### src/rtl/sdram_ioctl_bridge_pkg.sv
// Shared types and constants for the IO-controller (port C) SDRAM bridge.
package sdram_pkg;

    localparam int unsigned ADDR_W          = 25;
    localparam int unsigned DATA_W          = 8;
    localparam int unsigned SLOT_CYCLES_MIN = 15;

    typedef struct packed {
        logic              we;
        logic [ADDR_W-1:0] addr;
        logic [DATA_W-1:0] data;
    } ioctl_req_t;

    typedef enum logic [0:0] {
        ST_IDLE = 1'b0,
        ST_WAIT = 1'b1
    } bridge_state_t;

endpackage

### src/rtl/sdram_ioctl_bridge_if.sv
// Request/response channel between the download/upload logic and the bridge.
interface sdram_ioctl_bridge_if;
    import sdram_pkg::*;

    logic              req_valid;
    logic              req_ready;
    logic              req_we;
    logic [ADDR_W-1:0] req_addr;
    logic [DATA_W-1:0] req_data;
    logic              rsp_valid;
    logic [DATA_W-1:0] rsp_data;

    modport master (
        output req_valid, req_we, req_addr, req_data,
        input  req_ready, rsp_valid, rsp_data
    );

    modport slave (
        input  req_valid, req_we, req_addr, req_data,
        output req_ready, rsp_valid, rsp_data
    );

endinterface

### src/rtl/sdram_ioctl_bridge_fifo.sv
// Synchronous FIFO with registered full/empty flags and occupancy count.
module sync_fifo #(
    parameter int unsigned WIDTH = 8,
    parameter int unsigned DEPTH = 4
) (
    input  logic                     clk,
    input  logic                     reset,
    input  logic                     push,
    input  logic                     pop,
    input  logic [WIDTH-1:0]         wdata,
    output logic [WIDTH-1:0]         rdata,
    output logic                     full,
    output logic                     empty,
    output logic [$clog2(DEPTH):0]   count
);
    localparam int unsigned PTR_W = $clog2(DEPTH);
    localparam int unsigned CNT_W = PTR_W + 1;

    logic [WIDTH-1:0] mem [DEPTH];
    logic [PTR_W-1:0] wrPtr;
    logic [PTR_W-1:0] rdPtr;
    logic [CNT_W-1:0] countNext;
    logic             doPush;
    logic             doPop;

    assign doPush = push && !full;
    assign doPop  = pop && !empty;
    assign rdata  = mem[rdPtr];

    always_comb begin
        countNext = count;
        if (doPush && !doPop)
            countNext = count + 1'b1;
        else if (doPop && !doPush)
            countNext = count - 1'b1;
    end

    always_ff @(posedge clk) begin
        if (doPush)
            mem[wrPtr] <= wdata;
    end

    // Pointers wrap naturally because DEPTH is a power of two.
    always_ff @(posedge clk) begin
        if (reset) begin
            wrPtr <= '0;
            rdPtr <= '0;
            count <= '0;
            full  <= 1'b0;
            empty <= 1'b1;
        end else begin
            if (doPush)
                wrPtr <= wrPtr + 1'b1;
            if (doPop)
                rdPtr <= rdPtr + 1'b1;
            count <= countNext;
            full  <= (countNext == CNT_W'(DEPTH));
            empty <= (countNext == '0);
        end
    end

endmodule

### src/rtl/sdram_ioctl_bridge.sv
// Queues IO-controller byte requests and issues them to SDRAM port C with the
// toggle handshake; completion is timed by a fixed slot counter.
module sdram_ioctl_bridge
    import sdram_pkg::*;
#(
    parameter int unsigned FIFO_DEPTH  = 4,
    parameter int unsigned SLOT_CYCLES = 16
) (
    input  logic                 clk,
    input  logic                 reset,
    sdram_ioctl_bridge_if.slave  ioctl,
    output logic                 busy,
    output logic [ADDR_W-1:0]    mem_addr,
    output logic                 mem_oewe,
    output logic                 mem_we,
    output logic [DATA_W-1:0]    mem_din,
    input  logic [DATA_W-1:0]    mem_dout
);
    localparam int unsigned SLOT_W = $clog2(SLOT_CYCLES);
    localparam int unsigned FCNT_W = $clog2(FIFO_DEPTH) + 1;

    bridge_state_t     state;
    logic [SLOT_W-1:0] slotCnt;
    ioctl_req_t        pushReq;
    ioctl_req_t        headReq;
    logic              fifoPush;
    logic              fifoPop;
    logic              fifoFull;
    logic              fifoEmpty;
    logic [FCNT_W-1:0] fifoCount;

    assign pushReq = '{we: ioctl.req_we, addr: ioctl.req_addr, data: ioctl.req_data};

    // req_ready comes straight from the registered full flag.
    assign ioctl.req_ready = !fifoFull;
    assign fifoPush        = ioctl.req_valid && !fifoFull;
    assign fifoPop         = (state == ST_IDLE) && !fifoEmpty;
    assign busy            = (fifoCount != '0) || (state != ST_IDLE);

    sync_fifo #(
        .WIDTH ($bits(ioctl_req_t)),
        .DEPTH (FIFO_DEPTH)
    ) uFifo (
        .clk   (clk),
        .reset (reset),
        .push  (fifoPush),
        .pop   (fifoPop),
        .wdata (pushReq),
        .rdata (headReq),
        .full  (fifoFull),
        .empty (fifoEmpty),
        .count (fifoCount)
    );

    always_ff @(posedge clk) begin
        if (reset) begin
            state           <= ST_IDLE;
            slotCnt         <= '0;
            mem_oewe        <= 1'b0;
            mem_we          <= 1'b0;
            mem_addr        <= '0;
            mem_din         <= '0;
            ioctl.rsp_valid <= 1'b0;
            ioctl.rsp_data  <= '0;
        end else begin
            ioctl.rsp_valid <= 1'b0;
            case (state)
                ST_IDLE: begin
                    if (!fifoEmpty) begin
                        mem_addr <= headReq.addr;
                        mem_we   <= headReq.we;
                        mem_din  <= headReq.data;
                        mem_oewe <= !mem_oewe;
                        slotCnt  <= SLOT_W'(SLOT_CYCLES - 1);
                        state    <= ST_WAIT;
                    end
                end
                ST_WAIT: begin
                    // Address/data stay put for the whole slot; the controller samples them late.
                    if (slotCnt == '0) begin
                        if (!mem_we) begin
                            ioctl.rsp_data  <= mem_dout;
                            ioctl.rsp_valid <= 1'b1;
                        end
                        state <= ST_IDLE;
                    end else begin
                        slotCnt <= slotCnt - 1'b1;
                    end
                end
                default: state <= ST_IDLE;
            endcase
        end
    end

endmodule

### src/flat_wrapper.sv
// flat-port wrapper written by rule: the top's interface ports become plain ports
module sdram_ioctl_bridge_flat import sdram_pkg::*;
#(
    parameter int unsigned FIFO_DEPTH  = 4,
    parameter int unsigned SLOT_CYCLES = 16
)
  (clk, reset, busy, mem_addr, mem_oewe, mem_we, mem_din, mem_dout, ioctl_req_valid, ioctl_req_we, ioctl_req_addr, ioctl_req_data, ioctl_req_ready, ioctl_rsp_valid, ioctl_rsp_data);
  sdram_ioctl_bridge_if ioctl_i ();
  input  logic clk;
  input  logic reset;
  output logic busy;
  output logic [ADDR_W-1:0] mem_addr;
  output logic mem_oewe;
  output logic mem_we;
  output logic [DATA_W-1:0] mem_din;
  input  logic [DATA_W-1:0] mem_dout;
  input wire logic [$bits(ioctl_i.req_valid)-1:0] ioctl_req_valid;
  input wire logic [$bits(ioctl_i.req_we)-1:0] ioctl_req_we;
  input wire logic [$bits(ioctl_i.req_addr)-1:0] ioctl_req_addr;
  input wire logic [$bits(ioctl_i.req_data)-1:0] ioctl_req_data;
  output wire logic [$bits(ioctl_i.req_ready)-1:0] ioctl_req_ready;
  output wire logic [$bits(ioctl_i.rsp_valid)-1:0] ioctl_rsp_valid;
  output wire logic [$bits(ioctl_i.rsp_data)-1:0] ioctl_rsp_data;
  assign ioctl_i.req_valid = ioctl_req_valid;
  assign ioctl_i.req_we = ioctl_req_we;
  assign ioctl_i.req_addr = ioctl_req_addr;
  assign ioctl_i.req_data = ioctl_req_data;
  assign ioctl_req_ready = ioctl_i.req_ready;
  assign ioctl_rsp_valid = ioctl_i.rsp_valid;
  assign ioctl_rsp_data = ioctl_i.rsp_data;
  sdram_ioctl_bridge #(.FIFO_DEPTH(FIFO_DEPTH), .SLOT_CYCLES(SLOT_CYCLES)) u_core (.clk(clk), .reset(reset), .ioctl(ioctl_i), .busy(busy), .mem_addr(mem_addr), .mem_oewe(mem_oewe), .mem_we(mem_we), .mem_din(mem_din), .mem_dout(mem_dout));
endmodule
### config.mk
export PLATFORM = sky130hd
export DESIGN_NAME = sdram_ioctl_bridge_flat
export DESIGN_NICKNAME = d
export VERILOG_FILES = /design/src/rtl/sdram_ioctl_bridge_pkg.sv /design/src/rtl/sdram_ioctl_bridge_if.sv /design/src/rtl/sdram_ioctl_bridge_fifo.sv /design/src/rtl/sdram_ioctl_bridge.sv /design/src/flat_wrapper.sv
export SDC_FILE = /design/constraint.sdc
export NUM_CORES = 1
export LEC_CHECK = 0
export ABC_AREA = 0
export BUFFER_PORTS_ARGS = -buffer_cell sky130_fd_sc_hd__clkbuf_2
export CAP_MARGIN = 0
export CORE_ASPECT_RATIO = 2
export CORE_MARGIN = 4
export CORE_UTILIZATION = 53
export DETAILED_ROUTE_END_ITERATION = 6
export PLACE_DENSITY = 0.73
export SLEW_MARGIN = 40
export SYNTH_ARGS = -nofsm -noshare
export SYNTH_HDL_FRONTEND = slang
export SYNTH_SLANG_ARGS = --single-unit
### constraint.sdc
create_clock -name clk -period 4.8 [get_ports clk]
set_input_delay 0.72 -clock clk [delete_from_list [all_inputs] [get_ports clk]]
set_output_delay 0.72 -clock clk [all_outputs]
set_load 0.02 [all_outputs]
**After elaboration in Yosys (flattened, before gate mapping)**

Memories as Yosys holds them, arrays and structs flattened. A register that Yosys moved wholly into a read port is not among the register bits.
Index checks and enable logic that the tools add are counted.

- Equal/unequal tests: 3
- Reduce and logical (&&, ||, !) cells: 19
- Add/subtract/negate cells: 5
- Mux-type cells: 11
- Bitwise operators: 4

Operator list:

| operator | number |
|---|---|
| $mux 4 | 2 |
| $pmux 4 s2 | 1 |
| $logic_and 1x1->1 | 6 |
| $mux 3 | 2 |
| $logic_not 1->1 | 5 |
| $mux 1 | 5 |
| $add 2x1->2 const B | 2 |
| $logic_not 4->1 | 1 |
| $ne 2x2->1 const B | 2 |
| $not 1->1 | 4 |
| $reduce_and 2->1 | 2 |
| $sub 4x1->4 const B | 1 |
| $add 3x1->3 const B | 1 |
| $eq 3x3->1 const B | 1 |
| $logic_not 3->1 | 1 |
| $reduce_and 3->1 | 1 |
| $reduce_bool 3->1 | 1 |
| $reduce_or 3->1 | 1 |
| $sub 3x1->3 const B | 1 |
| $pmux 1 s2 | 1 |
| $logic_or 1x1->1 | 1 |

- Bits in registers: 24
- Memories: 1
- Bits of input ports: 45
- Output and inout port bits: 46
- Bits in writable memories: 136

Memory list:

| memory | depth | width | rd ports | clocked after memory_dff | write ports | line | RTL |
|---|---|---|---|---|---|---|---|
| u_core.uFifo.mem | 4 | 34 | 1 | 1 | 1 | sdram_ioctl_bridge_fifo.sv:19 | `logic [WIDTH-1:0] mem [DEPTH];` |

**Longest topological paths before layout**

- Depth in word-level cells: 8
- Gate-level depth with buffers: 7
- Mapped depth without buffers: 6

**Hierarchy**

Synthesis repeated with hierarchy kept, for this count alone.

- Cells, all modules: 468
- Area, all modules: 7,440.9 sq um

Modules (own cells, without submodules):

| module | area an instance (sq um) | seq. area each (sq um) | times used | cells an instance |
|---|---|---|---|---|
| sync_fifo | 5,540.3 | 4,304.1 | 1 | 248 |
| sdram_ioctl_bridge | 1,900.6 | 980.9 | 1 | 220 |

**Worst setup path before layout**

OpenSTA, ideal clock, no wires.

- Path kind: input-to-reg
- Start: in ioctl_req_valid
- End: mem u_core.uFifo.mem[0][0] (netlist name) (enable)
- Stages: 3
- Required time: 4,406 ps
- Arrival time: 1,952 ps
- Setup slack: 2,453 ps
- Buffers on the path: 1
- Cells stage by stage: nor2b_1 buf_2 and2_1

- Word-level cells in the longest chain between the ends: 4

Ends and longest elaborated chain:

| item | line | RTL |
|---|---|---|
| from (decl) | flat_wrapper.sv:17 | `input wire logic [$bits(ioctl_i.req_valid)-1:0] ioctl_req_valid;` |
| $logic_and 1x1->1 | sdram_ioctl_bridge.sv:36 | `assign fifoPush = ioctl.req_valid && !fifoFull;` |
| $logic_and 1x1->1 | sdram_ioctl_bridge_fifo.sv:26 | `assign doPush = push && !full;` |
| $mux 1 | sdram_ioctl_bridge_fifo.sv:39 | `if (doPush)` |
| $mux 1 (implied by the code) | sdram_ioctl_bridge_fifo.sv:40 | `mem[wrPtr] <= wdata;` |
| to (decl) | sdram_ioctl_bridge_fifo.sv:19 |  |

Every way passes these cells.

**Worst setup path after layout**

- Start: reg u_core.uFifo.count[0]
- End: out busy

- Word-level cells in the longest chain between the ends: 2

Ends and longest elaborated chain:

| item | line | RTL |
|---|---|---|
| from (decl) | sdram_ioctl_bridge_fifo.sv:14 | `output logic [$clog2(DEPTH):0] count` |
| from (signal assigned) | sdram_ioctl_bridge_fifo.sv:56 | `count <= countNext;` |
| $reduce_bool 3->1 | sdram_ioctl_bridge.sv:38 | `assign busy = (fifoCount != '0) \|\| (state != ST_IDLE);` |
| $logic_or 1x1->1 | sdram_ioctl_bridge.sv:38 |  |
| to (decl) | flat_wrapper.sv:11 | `output logic busy;` |

Every way passes these cells.

==> impl_metrics.ini <==
[run_status]
outcome = completed

[synthesis]
syn-num-nets = 509
yosys_register_bits = 194
ys_seq_area_share_pct = 72.2
synth_cells = 455
synth_ff_type = edfxtp_1
yosys-top-cells-count = 136 x edfxtp_1, 76 x nand2_1, 58 x dfxtp_1
synth_area_leader_cell = edfxtp_1
synth_edf_count = 136
synth_cell_types = 39
synth_area_leaders = edfxtp_1 56%, dfxtp_1 16%, mux4_2 11%
synth.most_common_cell = edfxtp_1
async_flop_share_pct = 0
synth_top_area_share_pct = 56.2
synth.cell_area_um2 = 7270
ys_warn_count = 0
syn_avg_cell_area_um2 = 16.0

[clocking]
cts_root_buf = clkbuf_16
cts_tree = built
cts_resized = 0
cts_buffers = 17
insertion_delay_ns = 0.43
cts-hold-fix-buffers = 0
clk_pin_slew_worst_paths_ns = 0.07
clk_path_buf_depth = 2
cts-htree-levels = 4
cts.sinks = 194
post-cts-setup-buffers = 0

[min_path]
whs_path_depth = 2
hp-start = u_core.mem_addr[17]
hold_path_class = reg2reg
hold_end = u_core.mem_addr[17]

[floorplan]
die_area_um2 = 15800
placementRows = 60
start_util_pct = 54.1
die_w_um = 90.8
core_area_um2 = 13400
fp.dieH_um = 174
io_pins = 91

[detailed_routing]
num_vias = 3905
drt-initial-drc-count = 283
wl_per_cell_um = 18.7
first_pass_iters = 4
ant_nets = 0
drc_errors = 0
viasPerCell = 5.49
drt_wl_total_um = 13300

[placed_design]
place_area_um2 = 7820
place_hpwl_um = 8410
place.gp.congestion = 0.739
portBuffers = 90

[timing]
min_period_ns = 2.10
finalCritPeriodShare_pct = 43.8
rsz0062_at_grt = no
maxSlewHeadroom_pct = 49.1
setup_viol = 0
fmax_mhz = 476
fin_setup_tns_ns = 0
max_slew.worst_pin.slew_ns = 0.764
hold_viol = 0
slew_viol_final = 0
clock_skew_ns = 0.0146

[cells_and_area]
diodes = 0
n_fill_cell = 980
finalInstanceArea_um2 = 8420
drive_above_1_share_pct = 30.6
syn_to_final_growth_pct = 15.9
final_nets = 597

[grt]
track_usage_pct = 17.8
antenna_found_initial = 0
grt_max_degree = 40
grt_first_pass_wirelength_um = 21300
overflow = 0
grt_pass1_vias = 4108

[critical_path]
critPathLaunchType = flip-flop
ff2ff_path_depth = 4
endpoint_kind = primary output
r2r_setup_slack_ns = 2.71
worstPathRequired_ns = 4.08
critPathKind = reg2out
critPathMaxFanout = 4
crit_arrival_ns = 1.38
worstReg2RegEnd = u_core.uFifo.count[1]
timing.rr.start = u_core.state

[power]
peakVddDrop_mv = 0.349
power.density_nw_per_um2 = 567
p_leak_nw = 3.00

[flow_run]
maxCapViolCount = 0
==> worst max-delay path, stage by stage, from the launching register on <==
cell	delay (ns)
dfxtp_1	0.39
inv_1	0.12
ha_1	0.22
nand2_1	0.06
clkbuf_2	0.17
==> kinds of logic (layout without fill, tap and decap cells) <==
group	after synthesis	after routing	share of synthesized area [%]
compound gates	49	49	3.94
xor+xnor	6	6	0.723
fa+ha+maj	9	9	1.55
buf+inv	35	136	2.74
flops	194	194	72.2
mux	44	44	11.9
simple gates	118	118	6.94
==> cell usage in the layout (no fill, tap or decap), types with 2 or more instances in the layout <==
| master | instances |
|---|---|
| inv_8 | 4 |
| mux2i_1 | 10 |
| edfxtp_1 | 136 |
| clkbuf_16 | 17 |
| xnor2_1 | 5 |
| nand2_1 | 76 |
| and2_4 | 4 |
| and2_1 | 2 |
| dfxtp_1 | 56 |
| a21oi_1 | 37 |
| nor2_1 | 21 |
| a311oi_1 | 2 |
| ha_1 | 9 |
| clkbuf_2 | 90 |
| mux4_2 | 34 |
| inv_1 | 10 |
| clkinvlp_4 | 2 |
| buf_4 | 2 |
| clkinv_4 | 5 |
| nor3_1 | 6 |
| bufinv_16 | 2 |
==> worst max-delay path by stage <==
stage / start / to / slack, ns / cells after the start
after floorplan: ioctl_req_valid / u_core.uFifo.mem[0][0] / 2.45 / 3
after global placement: ioctl_req_valid / u_core.uFifo.mem[0][25] / 2.12 / 3
after detailed placement: ioctl_req_valid / u_core.uFifo.mem[2][21] / 2.35 / 3
after CTS: u_core.state / u_core.uFifo.count[1] / 2.66 / 4
after global routing: u_core.state / u_core.uFifo.count[1] / 2.55 / 4
final: u_core.uFifo.count[0] / busy / 2.70 / 4
==> sequential cells by signal, indices dropped and copies added (netlist names) <==
name	count
u_core.uFifo.rdPtr	2
u_core.ioctl.rsp_valid	1
u_core.uFifo.count	3
u_core.mem_we	1
u_core.mem_addr	25
u_core.state	1
u_core.mem_din	8
u_core.uFifo.empty	1
u_core.uFifo.wrPtr	2
u_core.uFifo.mem	136
u_core.slotCnt	4
u_core.ioctl.rsp_data	8
u_core.uFifo.full	1
u_core.mem_oewe	1
==> through the flow <==
stage / utilization [%] / std cells / worst slack, ns / power [mW] / hold slack, ns
global route: 62.7 / 711 / 2.55 / 5.02 / 0.475
global placement: 57.8 / 677 / 2.12 / 3.32 / 0.446
finish: 62.7 / 711 / 2.70 / 4.78 / 0.454
detailed placement: 58.2 / 679 / 2.35 / 3.41 / 0.448
floorplan: - / 455 / 2.45 / 3.07 / 0.469
CTS: 62.7 / 711 / 2.66 / 4.83 / 0.458
==> power by group <==
| group | leakage [nW] | internal (mW) | switching, mW |
|---|---|---|---|
| clock | 0.289 | 0.788 | 0.631 |
| combinational | 0.984 | 0.479 | 0.687 |
| sequential | 1.72 | 2.04 | 0.152 |
| total | 3.00 | 3.31 | 1.47 |
==> layer usage <==
metal / part of all wire, % / vias to the layer above / track usage (%) / wire length, um
met2: 58 / 88 / 32.8 / 7640
li1: - / 1859 / - / -
met5: 0 / - / 0 / 0
met4: 1.3 / 0 / 6.36 / 174
met3: 3.4 / 10 / 4.47 / 454
met1: 38 / 1948 / 19.6 / 5010
==> final cells by class <==
class	count	area (um^2)	area share (%)
Multi-Input combinational cell	226	1830	21.7
Clock buffer	18	429	5.10
Sequential cell	194	5250	62.3
Inverter	10	37.5	0.446
Tap cell	155	194	2.30
Timing Repair Buffer	94	508	6.03
Clock inverter	14	173	2.05
No activity file was read; power rests on OpenSTA's default activity.
